===== src/rtl/mem_stage.sv =====
`timescale 1ns/1ps
`default_nettype none
// ============================================================================
//  Module      : mem_stage
//  Description : Pipeline memory stage. Issues load/store requests on a
//                ready/rvalid data bus, aligns load data and replicates store
//                data across byte lanes, stalls the pipe while an access is
//                outstanding and registers the writeback bundle.
//  Ports       :
//    clk, rst                 - clock, synchronous active-high reset
//    ex2mem_reg_wen/_waddr    - destination register write enable / address
//    ex2mem_alu_out           - writeback value for non-load instructions
//    ex2mem_mem_rd/_mem_wr    - load / store present
//    ex2mem_mem_rd_op         - load size [1:0], unsigned flag [2]
//    ex2mem_mem_wr_op         - store size
//    ex2mem_lsu_addr/_wdata   - effective address / store data
//    ex2mem_ill_instr         - illegal-instruction flag passed down the pipe
//    dbus_*                   - data bus request, address, data, byte enables
//    mem_stall                - freeze upstream stages and ex2mem registers
//    mem2wb_*                 - registered writeback bundle
//  Revision    : 1.0 - initial release
// ============================================================================
module mem_stage #(
  parameter int XLEN = 32
) (
  input  logic            clk,
  input  logic            rst,
  input  logic            ex2mem_reg_wen,
  input  logic [4:0]      ex2mem_reg_waddr,
  input  logic [XLEN-1:0] ex2mem_alu_out,
  input  logic            ex2mem_mem_rd,
  input  logic            ex2mem_mem_wr,
  input  logic [2:0]      ex2mem_mem_rd_op,
  input  logic [1:0]      ex2mem_mem_wr_op,
  input  logic [XLEN-1:0] ex2mem_lsu_addr,
  input  logic [XLEN-1:0] ex2mem_lsu_wdata,
  input  logic            ex2mem_ill_instr,
  output logic            dbus_req,
  output logic            dbus_we,
  output logic [XLEN-1:0] dbus_addr,
  output logic [XLEN-1:0] dbus_wdata,
  output logic [3:0]      dbus_be,
  input  logic            dbus_ready,
  input  logic            dbus_rvalid,
  input  logic [XLEN-1:0] dbus_rdata,
  output logic            mem_stall,
  output logic            mem2wb_reg_wen,
  output logic [4:0]      mem2wb_reg_waddr,
  output logic [XLEN-1:0] mem2wb_reg_wdata,
  output logic            mem2wb_ill_instr,
  output logic            mem2wb_misaligned
);

  typedef enum logic [1:0] {
    IDLE = 2'd0,
    REQ  = 2'd1,
    RESP = 2'd2
  } state_t;

  state_t state;
  state_t state_next;

  logic            mem_op;
  logic            is_load;
  logic [1:0]      size;
  logic [1:0]      lane;
  logic            misaligned;
  logic [7:0]      ld_byte;
  logic [15:0]     ld_half;
  logic [XLEN-1:0] load_data;

  // A load takes priority if both op flags are (illegally) set together.
  assign is_load    = ex2mem_mem_rd;
  assign mem_op     = ex2mem_mem_rd | ex2mem_mem_wr;
  assign size       = is_load ? ex2mem_mem_rd_op[1:0] : ex2mem_mem_wr_op;
  assign lane       = ex2mem_lsu_addr[1:0];
  assign misaligned = mem_op & (((size == 2'b01) & lane[0]) |
                                (size[1] & (lane != 2'b00)));

  // Bus address/data are driven straight from the ex2mem registers; those
  // are frozen by mem_stall, which keeps the request stable while in REQ.
  assign dbus_we   = ex2mem_mem_wr & ~ex2mem_mem_rd;
  assign dbus_addr = {ex2mem_lsu_addr[XLEN-1:2], 2'b00};

  always_comb begin
    dbus_be    = 4'b1111;
    dbus_wdata = ex2mem_lsu_wdata;
    case (size)
      2'b00: begin
        dbus_be    = 4'b0001 << lane;
        dbus_wdata = {(XLEN/8){ex2mem_lsu_wdata[7:0]}};
      end
      2'b01: begin
        dbus_be    = 4'b0011 << lane;
        dbus_wdata = {(XLEN/16){ex2mem_lsu_wdata[15:0]}};
      end
      default: begin
        dbus_be    = 4'b1111;
        dbus_wdata = ex2mem_lsu_wdata;
      end
    endcase
  end

  // Load lane extraction and zero/sign extension.
  assign ld_byte = dbus_rdata[{lane, 3'b000} +: 8];
  assign ld_half = dbus_rdata[{lane[1], 4'b0000} +: 16];

  always_comb begin
    load_data = dbus_rdata;
    case (ex2mem_mem_rd_op[1:0])
      2'b00: load_data = ex2mem_mem_rd_op[2] ? {{(XLEN-8){1'b0}}, ld_byte}
                                             : {{(XLEN-8){ld_byte[7]}}, ld_byte};
      2'b01: load_data = ex2mem_mem_rd_op[2] ? {{(XLEN-16){1'b0}}, ld_half}
                                             : {{(XLEN-16){ld_half[15]}}, ld_half};
      default: load_data = dbus_rdata;
    endcase
  end

  // FSM state register
  always_ff @(posedge clk) begin
    if (rst) begin
      state <= IDLE;
    end else begin
      state <= state_next;
    end
  end

  // FSM next state, bus request and stall
  always_comb begin
    state_next = state;
    dbus_req   = 1'b0;
    mem_stall  = 1'b0;
    case (state)
      IDLE: begin
        // Misaligned accesses never reach the bus and never stall.
        if (mem_op && !misaligned) begin
          dbus_req = 1'b1;
          if (!dbus_ready) begin
            state_next = REQ;
            mem_stall  = 1'b1;
          end else if (is_load) begin
            state_next = RESP;
            mem_stall  = 1'b1;
          end
        end
      end
      REQ: begin
        dbus_req  = 1'b1;
        mem_stall = 1'b1;
        if (dbus_ready) begin
          if (is_load) begin
            state_next = RESP;
          end else begin
            state_next = IDLE;
            mem_stall  = 1'b0;
          end
        end
      end
      RESP: begin
        // rvalid is only looked at here, so one arriving alongside ready
        // is never taken as this request's data.
        mem_stall = 1'b1;
        if (dbus_rvalid) begin
          state_next = IDLE;
          mem_stall  = 1'b0;
        end
      end
      default: begin
        state_next = IDLE;
      end
    endcase
    if (rst) begin
      state_next = IDLE;
      dbus_req   = 1'b0;
      mem_stall  = 1'b0;
    end
  end

  // Writeback registers: capture on a non-stall cycle, bubble otherwise.
  always_ff @(posedge clk) begin
    if (rst) begin
      mem2wb_reg_wen    <= 1'b0;
      mem2wb_reg_waddr  <= 5'd0;
      mem2wb_reg_wdata  <= '0;
      mem2wb_ill_instr  <= 1'b0;
      mem2wb_misaligned <= 1'b0;
    end else if (mem_stall) begin
      mem2wb_reg_wen    <= 1'b0;
      mem2wb_ill_instr  <= 1'b0;
      mem2wb_misaligned <= 1'b0;
    end else begin
      mem2wb_reg_wen    <= ex2mem_reg_wen & ~misaligned;
      mem2wb_reg_waddr  <= ex2mem_reg_waddr;
      mem2wb_reg_wdata  <= is_load ? load_data : ex2mem_alu_out;
      mem2wb_ill_instr  <= ex2mem_ill_instr;
      mem2wb_misaligned <= misaligned;
    end
  end

endmodule
`default_nettype wire


===== config.mk =====
export PLATFORM = sky130hd
export DESIGN_NAME = mem_stage
export DESIGN_NICKNAME = d
export VERILOG_FILES = /design/src/rtl/mem_stage.sv
export SDC_FILE = /design/constraint.sdc
export NUM_CORES = 1
export LEC_CHECK = 0
export BUFFER_PORTS_ARGS = -buffer_cell sky130_fd_sc_hd__buf_2
export CAP_MARGIN = 15
export CELL_PAD_IN_SITES_DETAIL_PLACEMENT = 0
export CELL_PAD_IN_SITES_GLOBAL_PLACEMENT = 1
export CORE_UTILIZATION = 28
export DETAILED_ROUTE_END_ITERATION = 16
export GPL_TIMING_DRIVEN = 0
export PLACE_DENSITY = 0.81
export SYNTH_ARGS = -nofsm -noshare
export SYNTH_HDL_FRONTEND = slang
export SYNTH_SLANG_ARGS = --single-unit

===== constraint.sdc =====
create_clock -name clk -period 2.6 [get_ports clk]
set_clock_uncertainty 0.15 [all_clocks]
set_input_delay 0.52 -clock clk [delete_from_list [all_inputs] [get_ports clk]]
set_output_delay 0.52 -clock clk [all_outputs]
set_load 0.01 [all_outputs]

After elaboration in Yosys (flattened, before gate mapping). Cells that the tools add are included. Widths: inputs -> output; s select.

Register bits: 42. Bits in latches: 0. RAM bits: 0. Bits in read-only memories: 0. Bits of input ports: 146. Output and inout port bits: 111. Word-level logic and storage cells: 58. Memories kept: 0.

Add/sub/neg operators: 0. Multiply operators: 0. Div/mod/pow operators: 0. $lt $le $gt $ge: 0. Eq/ne operators: 8. Shift operators: 4. Muxes and demuxes: 23. Bitwise operators: 9. Reductions and logical operators: 8.

Operator list (count): $pmux 32 s2 (2); $mux 32 (3); $shiftx 32x6->16 (1); $shiftx 32x6->8 (1); $mux 2 (7); $pmux 4 s2 (1); $mux 1 (7); $eq 2x1->1 const B (3); $logic_not 2->1 (3); $ne 2x2->1 const B (3); $pmux 2 s3 (1); $and 1x1->1 (5); $reduce_and 4->1 (1); $shl 1x2->4 const A (1); $shl 2x2->4 const A (1); $ne 3x3->1 const B (1); $pmux 1 s3 (1); $eq 2x2->1 const B (1); $not 1->1 (2); $or 1x1->1 (2); $pmux 1 s2 (1); $reduce_bool 2->1 (1); $reduce_or 2->1 (1); $logic_and 1x1->1 (1); $logic_not 1->1 (1).

Logic depth before layout (Yosys ltp). Gate-level depths: netlist of run 1.

Word-level depth: 11. Depth in mapped cells: 8. Gate-level depth less buffers: 4.

Least setup slack after synthesis of run 1. No wires, ideal clock.

Path kind: input to output. Start: input port ex2mem_lsu_addr[0]. End: output port dbus_req. Arrival time: 1.977 ns. Required time: 1.930 ns. Slack: -0.047 ns. Stages: 7. Buffers on the path: 3. Cells stage by stage: buf_2 > or2_2 > a31o_2 > buf_2 > buf_6 > o21a_1 > nor3_1.

Longest elaborated chain between the ends: 9. Elaborated cells between the ends (all ways): 10. Those cells by class: 3 x mux; 4 x bitwise; 3 x reduce/logical.

Ends and longest elaborated chain: from (decl) (line 35) `input logic [XLEN-1:0] ex2mem_lsu_addr,`; $reduce_bool 2->1 (line 78) `(size[1] & (lane != 2'b00)));`; $and 1x1->1 (line 78); $or 1x1->1 * (line 77) `assign misaligned = mem_op & (((size == 2'b01) & lane[0]) |`; $and 1x1->1 * (line 77); $logic_not 1->1 * (line 136) `if (mem_op && !misaligned) begin`; $logic_and 1x1->1 * (line 136); $mux 1 * (line 136); $pmux 1 s2 * (line 133) `case (state)`; $mux 1 * (line 172) `if (rst) begin`; to (decl) (line 38) `output logic dbus_req,`.

Mark *: on every way between the ends. The rest lies on a longest branch, timed or not.

Final worst setup path of run 1.
Start: input port ex2mem_mem_rd_op[1]. End: output port dbus_wdata[12].

Longest elaborated chain between the ends: 3. Elaborated cells between the ends (all ways): 4. Those cells by class: 1 x eq/ne; 2 x mux; 1 x reduce/logical.

Ends and longest elaborated chain: from (decl) (line 33) `input logic [2:0] ex2mem_mem_rd_op,`; $mux 2 * (line 75) `assign size = is_load ? ex2mem_mem_rd_op[1:0] : ex2mem_mem_wr_op;`; $eq 2x1->1 or $logic_not 2->1 (tied branches) (line 88) `case (size)`; $pmux 32 s2 * (line 88); to (decl) (line 41) `output logic [XLEN-1:0] dbus_wdata,`.

Marked as above.

==> impl_metrics.toml, run 1 <==
[route]
drtAntennaViolNets = 0
vias = 4890
drtIter0Drc = 365
via_per_inst = 5.13
post-route-drc-count = 0
drt_wl_total_um = 16300
wl_per_cell_um = 17.1
dr.pass1.iters = 5

[global_routing]
grtUsageTotal = 0.220
grt_antenna_before_repair = 0
grt_pass1_wl_um = 24500
grt_max_degree = 14
overflow = 0
grt_pass1_vias = 4372

[cts]
insertion_delay_ns = 0.28
numCtsBuffers = 5
tritoncts = "done"
cts.htree.levels = 2
cts_root_buf = "clkbuf_16"
clk_path_buf_depth = 2
clkTransAtPathRegs_ns = 0.06
cts.sinks = 42

[hold_path]
worst_hold_path_type = "primary input to flop"
worstHoldPathCells = 2
min-delay-start = "dbus_ready"

[setup_path]
setup.worst_path.start_class = "primary input"
required_ns = 1.93
path_class = "primary input to output pin"
end_kind = "output pin"
startpoint = "ex2mem_mem_rd_op[1]"
crit_fanout = 10
crit_arrival_ns = 1.90
reg2reg_depth = 5
timing.rr.start = "state[1]"

[logic_synthesis]
synth_edf_count = 0
yosys_warnings = 0
syn_inst = 543
synth_fa_ha_area_frac = 0
syn-cell-area_sq_um = 3810
synth_top_family_by_area = "compound AO/OA/AOI/OAI gates"
ys_seq_elements = 42
synth-main-ff-cell = "dfxtp_1"
synth_mux_area_frac = 0.0515
yosys.area_share.xor_xnor = 0
synth.distinct_cells = 59
avgSynthCellArea_sq_um = 7.02
async_flop_share = 0
synth_compound_area_frac = 0.295
ys_seq_area_frac = 0.221
yosys.area_share.simple = 0.276

[timing]
layout_min_cycle_time_ns = 2.57
finalSetupViolations = 0
hold_violations = 0
max_slew.worst_pin.slew_ns = 0.923
finalCritPeriodShare = 0.987
fmax_mhz = 390
relSlewSlack = 0.368
rsz0062_at_grt = "yes"
setup_ws_ns = 0.0346
maxSlewViolCount = 0
setup_tns_ns = 0

[floorplan]
initial_core_util = 0.288
die_w_um = 119
num_io_pins = 257
fp.dieH_um = 119
dieArea_sq_um = 14100
fp.coreArea_sq_um = 13200
row_count = 42

[power]
leakage_nw = 2.55
ir_worst_vdd_mv = 0.296
powerDensity_nw_per_um2 = 451

[place]
hpwlAfterDp_um = 12900
io_buffers = 221
place_ws_ns = -0.556
place_congestion = 0.934
place_area_sq_um = 5150

[job]
cap_violations = 0

[final_layout]
synthToLayoutAreaGrowth_pct = 41.6
antennaDiodeCount = 0
nets = 922
nFillCells = 1443
drive_gt1_frac = 0.418
utilization = 0.408
finalInstanceArea_sq_um = 5400

[status]
status = "complete, no violations"
## worst max-delay path, cell delays in order
cell and delay (ns):
buf_2 0.11, clkbuf_4 0.18, mux2i_2 0.30, nand3_1 0.37, nand2_1 0.17, nand2_1 0.09
buf_2 0.15
## through the flow
stage	std cells	hold WS, ns	power, mW
2_1_floorplan	544	0.329	1.37
3_3_place_gp	941	0.292	1.78
3_5_place_dp	941	0.298	1.78
4_1_cts	953	0.294	2.43
5_1_grt	953	0.301	2.55
6_report	953	0.295	2.44
## registers in the layout (all words and copies together), names as in the netlist
name               flops
mem2wb_reg_wen         1
mem2wb_ill_instr       1
state                  2
mem2wb_reg_wdata      32
mem2wb_misaligned      1
mem2wb_reg_waddr       5
## layout by cell type, fill, tap and decap left out, drive strengths merged, types with 4 or more instances in the layout
master,n
a221oi,15
nor3b,8
nand3,19
nand2b,4
clkinv,4
o21ai,20
nor4b,5
a2111oi,8
o211ai,28
inv,12
nor2,42
nand2,113
nor3,4
clkbuf,34
dfxtp,42
buf,288
o2111ai,7
o32ai,16
nor2b,7
or4b,5
nand4,5
a31oi,17
mux2i,14
a21oi,24
## power by group
group | switching [mW] | leakage (nW) | internal, mW
clock network | 0.269 | 0.0708 | 0.357
logic | 0.594 | 2.14 | 0.446
registers | 0.0461 | 0.348 | 0.724
total | 0.909 | 2.55 | 1.53
## Yosys cell counts, types with 7 or more instances
cell type / number / area, sq um
nor2b_1: 7 / 43.8
o32ai_1: 16 / 140
inv_1: 11 / 41.3
buf_2: 16 / 80.1
buf_4: 42 / 315
nor2_1: 42 / 158
nand2_1: 113 / 424
o211ai_1: 28 / 210
mux2i_1: 14 / 140
dfxtp_1: 42 / 841
clkbuf_1: 28 / 105
nand3_1: 19 / 95.1
a21oi_1: 22 / 110
a31oi_1: 16 / 100
o21ai_0: 18 / 90.1
a221oi_1: 15 / 131
nor3b_1: 8 / 60.1
o2111ai_1: 7 / 61.3
## kinds of logic after synthesis
kind of cell           count (synthesis)
and+or+nand+nor                      225
other                                  1
DFF                                   42
muxes                                 18
buffers and inverters                105
AOI/OAI and AO/OA                    152
## final timing paths
kind / slack, ns / to
worst min-delay path: 0.29 / state[0]
worst max-delay path: 0.03 / dbus_wdata[12]
worst max register to register: 0.55 / mem2wb_reg_wdata[20]
worst min register to register: 0.30 / mem2wb_reg_waddr[3]
## timing repair
item / CTS / global route
endpoints found under the setup margin: 29 / 30
gates resized for setup: 15 / 12
hold buffers: 0 / 0
pin swaps: 5 / 5
cloned: 0 / 0
buffers inserted: 6 / 1
## final cells by class
type | count | area (sq um) | area share
clock buffers | 6 | 129 | 0.0239
well taps | 176 | 220 | 0.0408
flip-flops and latches | 42 | 842 | 0.156
repair buffers | 228 | 1160 | 0.215
plain buffers | 88 | 549 | 0.102
clock inverters | 2 | 13.8 | 0.00255
inverters | 14 | 52.6 | 0.00974
multi-input cells | 397 | 2430 | 0.450
## layer usage
metal / wire length [um] / part of all wire / vias up / track usage
met1: 7640 / 0.47 / 2205 / 0.321
met2: 7200 / 0.44 / 252 / 0.337
met4: 289 / 0.018 / 0 / 0.0491
met5: 0 / 0 / - / 0
met3: 1160 / 0.071 / 23 / 0.0319
li1: - / - / 2410 / -
Note: power is estimated with default switching activity, not from simulation.
==> inputs of run 2 (changes only) <==
Settings changed: MAX_ROUTING_LAYER from default to met4.
==> run 2 against run 1 <==
  * Largest power group unchanged
  * Critical path type is now flop to output pin
  * First-iteration DRC count is 12% lower
  * Highest routed layer unchanged
  * Die area is the same
  * Wire length is essentially flat
  * Global-route usage grew 0.88 points
==> impl_metrics.toml, run 2 (synthesized netlist as in run 1, its figures left out) <==
[timing]
relSlewSlack = 0.455
maxSlewViolCount = 0
fmax_mhz = 395
max_slew.worst_pin.slew_ns = 0.797
finalCritPeriodShare = 0.973
setup_ws_ns = 0.0708
layout_min_cycle_time_ns = 2.53
setup_tns_ns = 0
rsz0062_at_grt = "no"
hold_violations = 0
holdWs_ns = 0.287
finalSetupViolations = 0

[place]
hpwlAfterDp_um = 12900
place_area_sq_um = 5150
place_ws_ns = -0.577
io_buffers = 221
place_congestion = 0.924

[setup_path]
end_kind = "output pin"
required_ns = 1.93
path_class = "flop to output pin"
max_stage_delay_ns = 0.43
crit_arrival_ns = 1.86
setup.worst_path.start_class = "flop"
crit_fanout = 10
cp_slowest_cell = "dfxtp_2"
path_cells = "or3b_1 -> o31ai_4 -> a21oi_4 -> clkbuf_4 -> nor2_1 -> buf_2"

[route]
wl_per_cell_um = 17.1
drtIter0Drc = 321
vias = 5004
dr.pass1.iters = 5
drt_wl_total_um = 16300
post-route-drc-count = 0
via_per_inst = 5.23
drtAntennaViolNets = 0

[floorplan]
row_count = 42
initial_core_util = 0.288
dieArea_sq_um = 14100
die_w_um = 119
num_io_pins = 257
fp.coreArea_sq_um = 13200
fp.dieH_um = 119

[final_layout]
final_cell_mix = "buf_2, nand2_1, buf_4"
nFillCells = 1489
utilization = 0.411
synthToLayoutAreaGrowth_pct = 42.7
top_regs = "mem2wb_reg_wdata: 32 flops, mem2wb_reg_waddr: 5 flops, state: 2 flops"
drive_gt1_frac = 0.422
multi_input_area_sq_um = 2450
finalInstanceArea_sq_um = 5440
final_common_cell = "buf_2"
antennaDiodeCount = 0
largest_reg_flops = 32
nets = 925
regMostFlops = "mem2wb_reg_wdata"
seqCellArea_sq_um = 842

[job]
cap_violations = 0

[power]
ir_worst_vdd_mv = 0.245
powerDensity_nw_per_um2 = 451
leakage_nw = 2.57

[cts]
insertion_delay_ns = 0.29
cts_root_buf = "clkbuf_16"
hold_buffers = 0
cts.htree.levels = 2
numCtsBuffers = 5
tritoncts = "done"
cts.sinks = 42
clkTransAtPathRegs_ns = 0.06
clk_path_buf_depth = 2

[global_routing]
grt_pass1_wl_um = 24800
grt_pass1_vias = 4537
grtUsageTotal = 0.229
grt_max_degree = 14
overflow = 0
grt_antenna_before_repair = 0

[hold_path]
worst_hold_path_type = "primary input to flop"

[status]
status = "complete, no violations"
-- run 2: critical path: cells and delay by family (launching register included) --
family | cells | cell delay [ns]
AND/OR/NAND/NOR | 2 | 0.57
flip-flops | 1 | 0.43
AO/OA/AOI/OAI | 2 | 0.20
buffers and inverters | 2 | 0.36
-- run 2: metal layers --
layer  wire (um)  global-route usage  vias to the layer above
met4         287              0.0483                        0
met2        7290               0.346                      255
met1        7590               0.321                     2302
met5           0                   -                        -
li1            -                   -                     2425
met3        1140              0.0309                       22
-- run 2: power by group --
part	internal (mW)	total [mW]	switching (mW)
clock	0.357	0.632	0.275
combinational	0.454	1.05	0.595
sequential	0.724	0.771	0.0472
-- run 2: repair_timing --
item,4_1_cts,5_1_grt
pin swaps,7,1
setup endpoints to repair,29,30
resized for setup,16,14
setup buffers,8,2
cloned,0,0
endpoints found under the hold margin,0,0
-- run 2: through the flow --
stage               power (mW)  instances
finish                    2.45        956
global route              2.57        956
CTS                       2.44        954
detailed placement        1.78        941
global placement          1.78        941
floorplan                 1.37        544
-- run 2: area by class of cell --
type                            count  share of cell area
Sequential cell                    42               0.155
Multi-Input combinational cell    397               0.450
Clock inverter                      2             0.00253
Inverter                           14             0.00966
Buffer                             88               0.102
Clock buffer                        6              0.0237
Tap cell                          176              0.0405
Timing Repair Buffer              231               0.217
-- run 2: worst paths after layout --
check / depth (start not counted) / slack (ns) / from / end
max: 6 / 0.07 / state[1] / mem_stall
min: 2 / 0.29 / dbus_ready / state[0]
max reg2reg: 5 / 0.49 / state[1] / mem2wb_reg_wdata[22]
min reg2reg: 2 / 0.30 / mem2wb_reg_waddr[1] / mem2wb_reg_waddr[1]
==> inputs of run 3 (changes only) <==
Clock period 2.6 ns to 2.35 ns, I/O delays scaled along.
==> run 3 against run 2 <==
  * The run now ends with negative setup slack left
  * Wire length barely moved
  * Flip-flop and latch count did not move
  * Die area did not move
  * Clock power rose by 10%
  * Global-route usage fell by 0.23 points
  * Highest routed layer unchanged
  * Power rose by 12%
  * Count of clock-buffer cells in the layout did not move
==> impl_metrics.toml, run 3 (synthesized netlist as in run 1, its figures left out) <==
[status]
status = "finished with violations"
violations = "negative setup slack"

[timing]
holdWs_ns = 0.250
max_slew.worst_pin.slew_ns = 0.806
hold_violations = 0
setup_ws_ns = -0.00725
finalSetupViolations = 1
finalCritPeriodShare = 1.00
relSlewSlack = 0.449
fmax_mhz = 424
maxSlewViolCount = 0
layout_min_cycle_time_ns = 2.36

[floorplan]
dieArea_sq_um = 14100
row_count = 42
die_w_um = 119
initial_core_util = 0.288
fp.coreArea_sq_um = 13200
fp.dieH_um = 119
num_io_pins = 257

[job]
cap_violations = 0

[final_layout]
final_common_cell = "buf_2"
top_regs = "mem2wb_reg_wdata: 32 flops, mem2wb_reg_waddr: 5 flops, state: 2 flops"
multi_input_area_sq_um = 2460
nets = 931
synthToLayoutAreaGrowth_pct = 45.9
seqCellArea_sq_um = 845
largest_reg_flops = 32
antennaDiodeCount = 0
regMostFlops = "mem2wb_reg_wdata"
final_cell_mix = "buf_2, nand2_1, buf_4"
drive_gt1_frac = 0.431
nFillCells = 1455
finalInstanceArea_sq_um = 5560

[cts]
cts.sinks = 42
numCtsBuffers = 5
insertion_delay_ns = 0.28
cts_root_buf = "clkbuf_16"
hold_buffers = 0
clk_path_buf_depth = 2
cts.htree.levels = 2
clkTransAtPathRegs_ns = 0.06
tritoncts = "done"

[power]
powerDensity_nw_per_um2 = 492
pwr-share-seq = 0.311
power.net_switching_mw = 1.02
combPwrFrac = 0.435
ir_worst_vdd_mv = 0.313
clkPwrFrac = 0.255
leakage_nw = 2.63
swShare = 0.371
internal_power_mw = 1.72

[hold_path]
worst_hold_path_type = "primary input to flop"

[setup_path]
max_stage_delay_ns = 0.83
setup.worst_path.start_class = "primary input"
crit_fanout = 9
crit_arrival_ns = 2.34
cp_slowest_cell = "a2111oi_0"
required_ns = 2.34
path_cells = "buf_2 -> buf_6 -> buf_4 -> clkinv_1 -> o21ai_0 -> a2111oi_0 -> o211ai_1"
path_class = "primary input to flop"
end_kind = "flop"

[route]
dr.pass1.iters = 5
post-route-drc-count = 0
drt_wl_total_um = 16300
via_per_inst = 5.17
wl_per_cell_um = 16.9
drtIter0Drc = 237
vias = 4970
drtAntennaViolNets = 0

[place]
io_buffers = 221
place_congestion = 0.952
place_area_sq_um = 5160
hpwlAfterDp_um = 12900

[global_routing]
overflow = 0
grt_pass1_wl_um = 24600
grt_pass1_vias = 4424
grtUsageTotal = 0.226
grt_antenna_before_repair = 0
grt_max_degree = 16
==> run 3: cell count changes in the layout (fill, tap and decap cells not counted), sizes merged <==
| cell | previous run | this run |
|---|---|---|
| buf | 291 | 300 |
| clkbuf | 34 | 31 |
==> run 3: final timing paths <==
path | startpoint | endpoint | slack [ns] | cells past startpoint
hold reg to reg | mem2wb_reg_waddr[3] | mem2wb_reg_waddr[3] | 0.31 | 2
setup / recovery | ex2mem_mem_rd_op[1] | mem2wb_reg_wdata[0] | -0.007 | 7
setup reg to reg | state[1] | mem2wb_reg_wdata[16] | 0.32 | 5
hold / removal | dbus_ready | state[0] | 0.25 | 2
==> run 3: metal layers <==
layer | part of all wire | global-route usage
met2 | 0.44 | 0.330
met4 | 0.019 | 0.0514
met3 | 0.073 | 0.0352
met5 | 0 | -
met1 | 0.46 | 0.324
==> run 3: per-stage QoR <==
| stage | cells | setup WS [ns] | utilization | total power, mW | setup TNS (ns) |
|---|---|---|---|---|---|
| final | 962 | -0.00725 | 0.420 | 2.74 | -0.00725 |
| after global routing | 962 | -0.00480 | 0.420 | 2.89 | -0.00480 |
| after global placement | 941 | -0.586 | 0.390 | 1.98 | -11.64 |
| after detailed placement | 941 | -0.544 | 0.390 | 1.98 | -11.93 |
| after CTS | 958 | -0.0382 | 0.417 | 2.73 | -0.0382 |
| after floorplan | 544 | -0.0703 | - | 1.52 | -0.0703 |
==> run 3: final cells by class <==
| class | instances | share of cell area |
|---|---|---|
| multi-input combinational | 397 | 0.442 |
| timing repair buffer | 237 | 0.223 |
| sequential | 42 | 0.152 |
| buffer | 88 | 0.109 |
| tap | 176 | 0.0396 |
| clock buffer | 6 | 0.0232 |
| inverter | 14 | 0.00945 |
| clock inverter | 2 | 0.00247 |
==> run 3: worst max-delay path, delay by kind of cell <==
| family | cells | cell delay (ns) |
|---|---|---|
| compound gates | 3 | 1.30 |
| buf+inv | 4 | 0.57 |
==> run 3: timing repair <==
item,4_1_cts,5_1_grt
pin swaps,6,4
setup endpoints to repair,33,31
gates resized for setup,41,10
setup buffers,11,5
==> run 3: power by group through the flow <==
stage | sequential [mW] | combinational [mW] | clock [mW]
2_1_floorplan | 0.901 | 0.617 | 0
3_3_place_gp | 0.866 | 1.11 | 0
3_5_place_dp | 0.866 | 1.11 | 0
4_1_cts | 0.852 | 1.17 | 0.702
5_1_grt | 0.860 | 1.29 | 0.746
6_report | 0.850 | 1.19 | 0.697
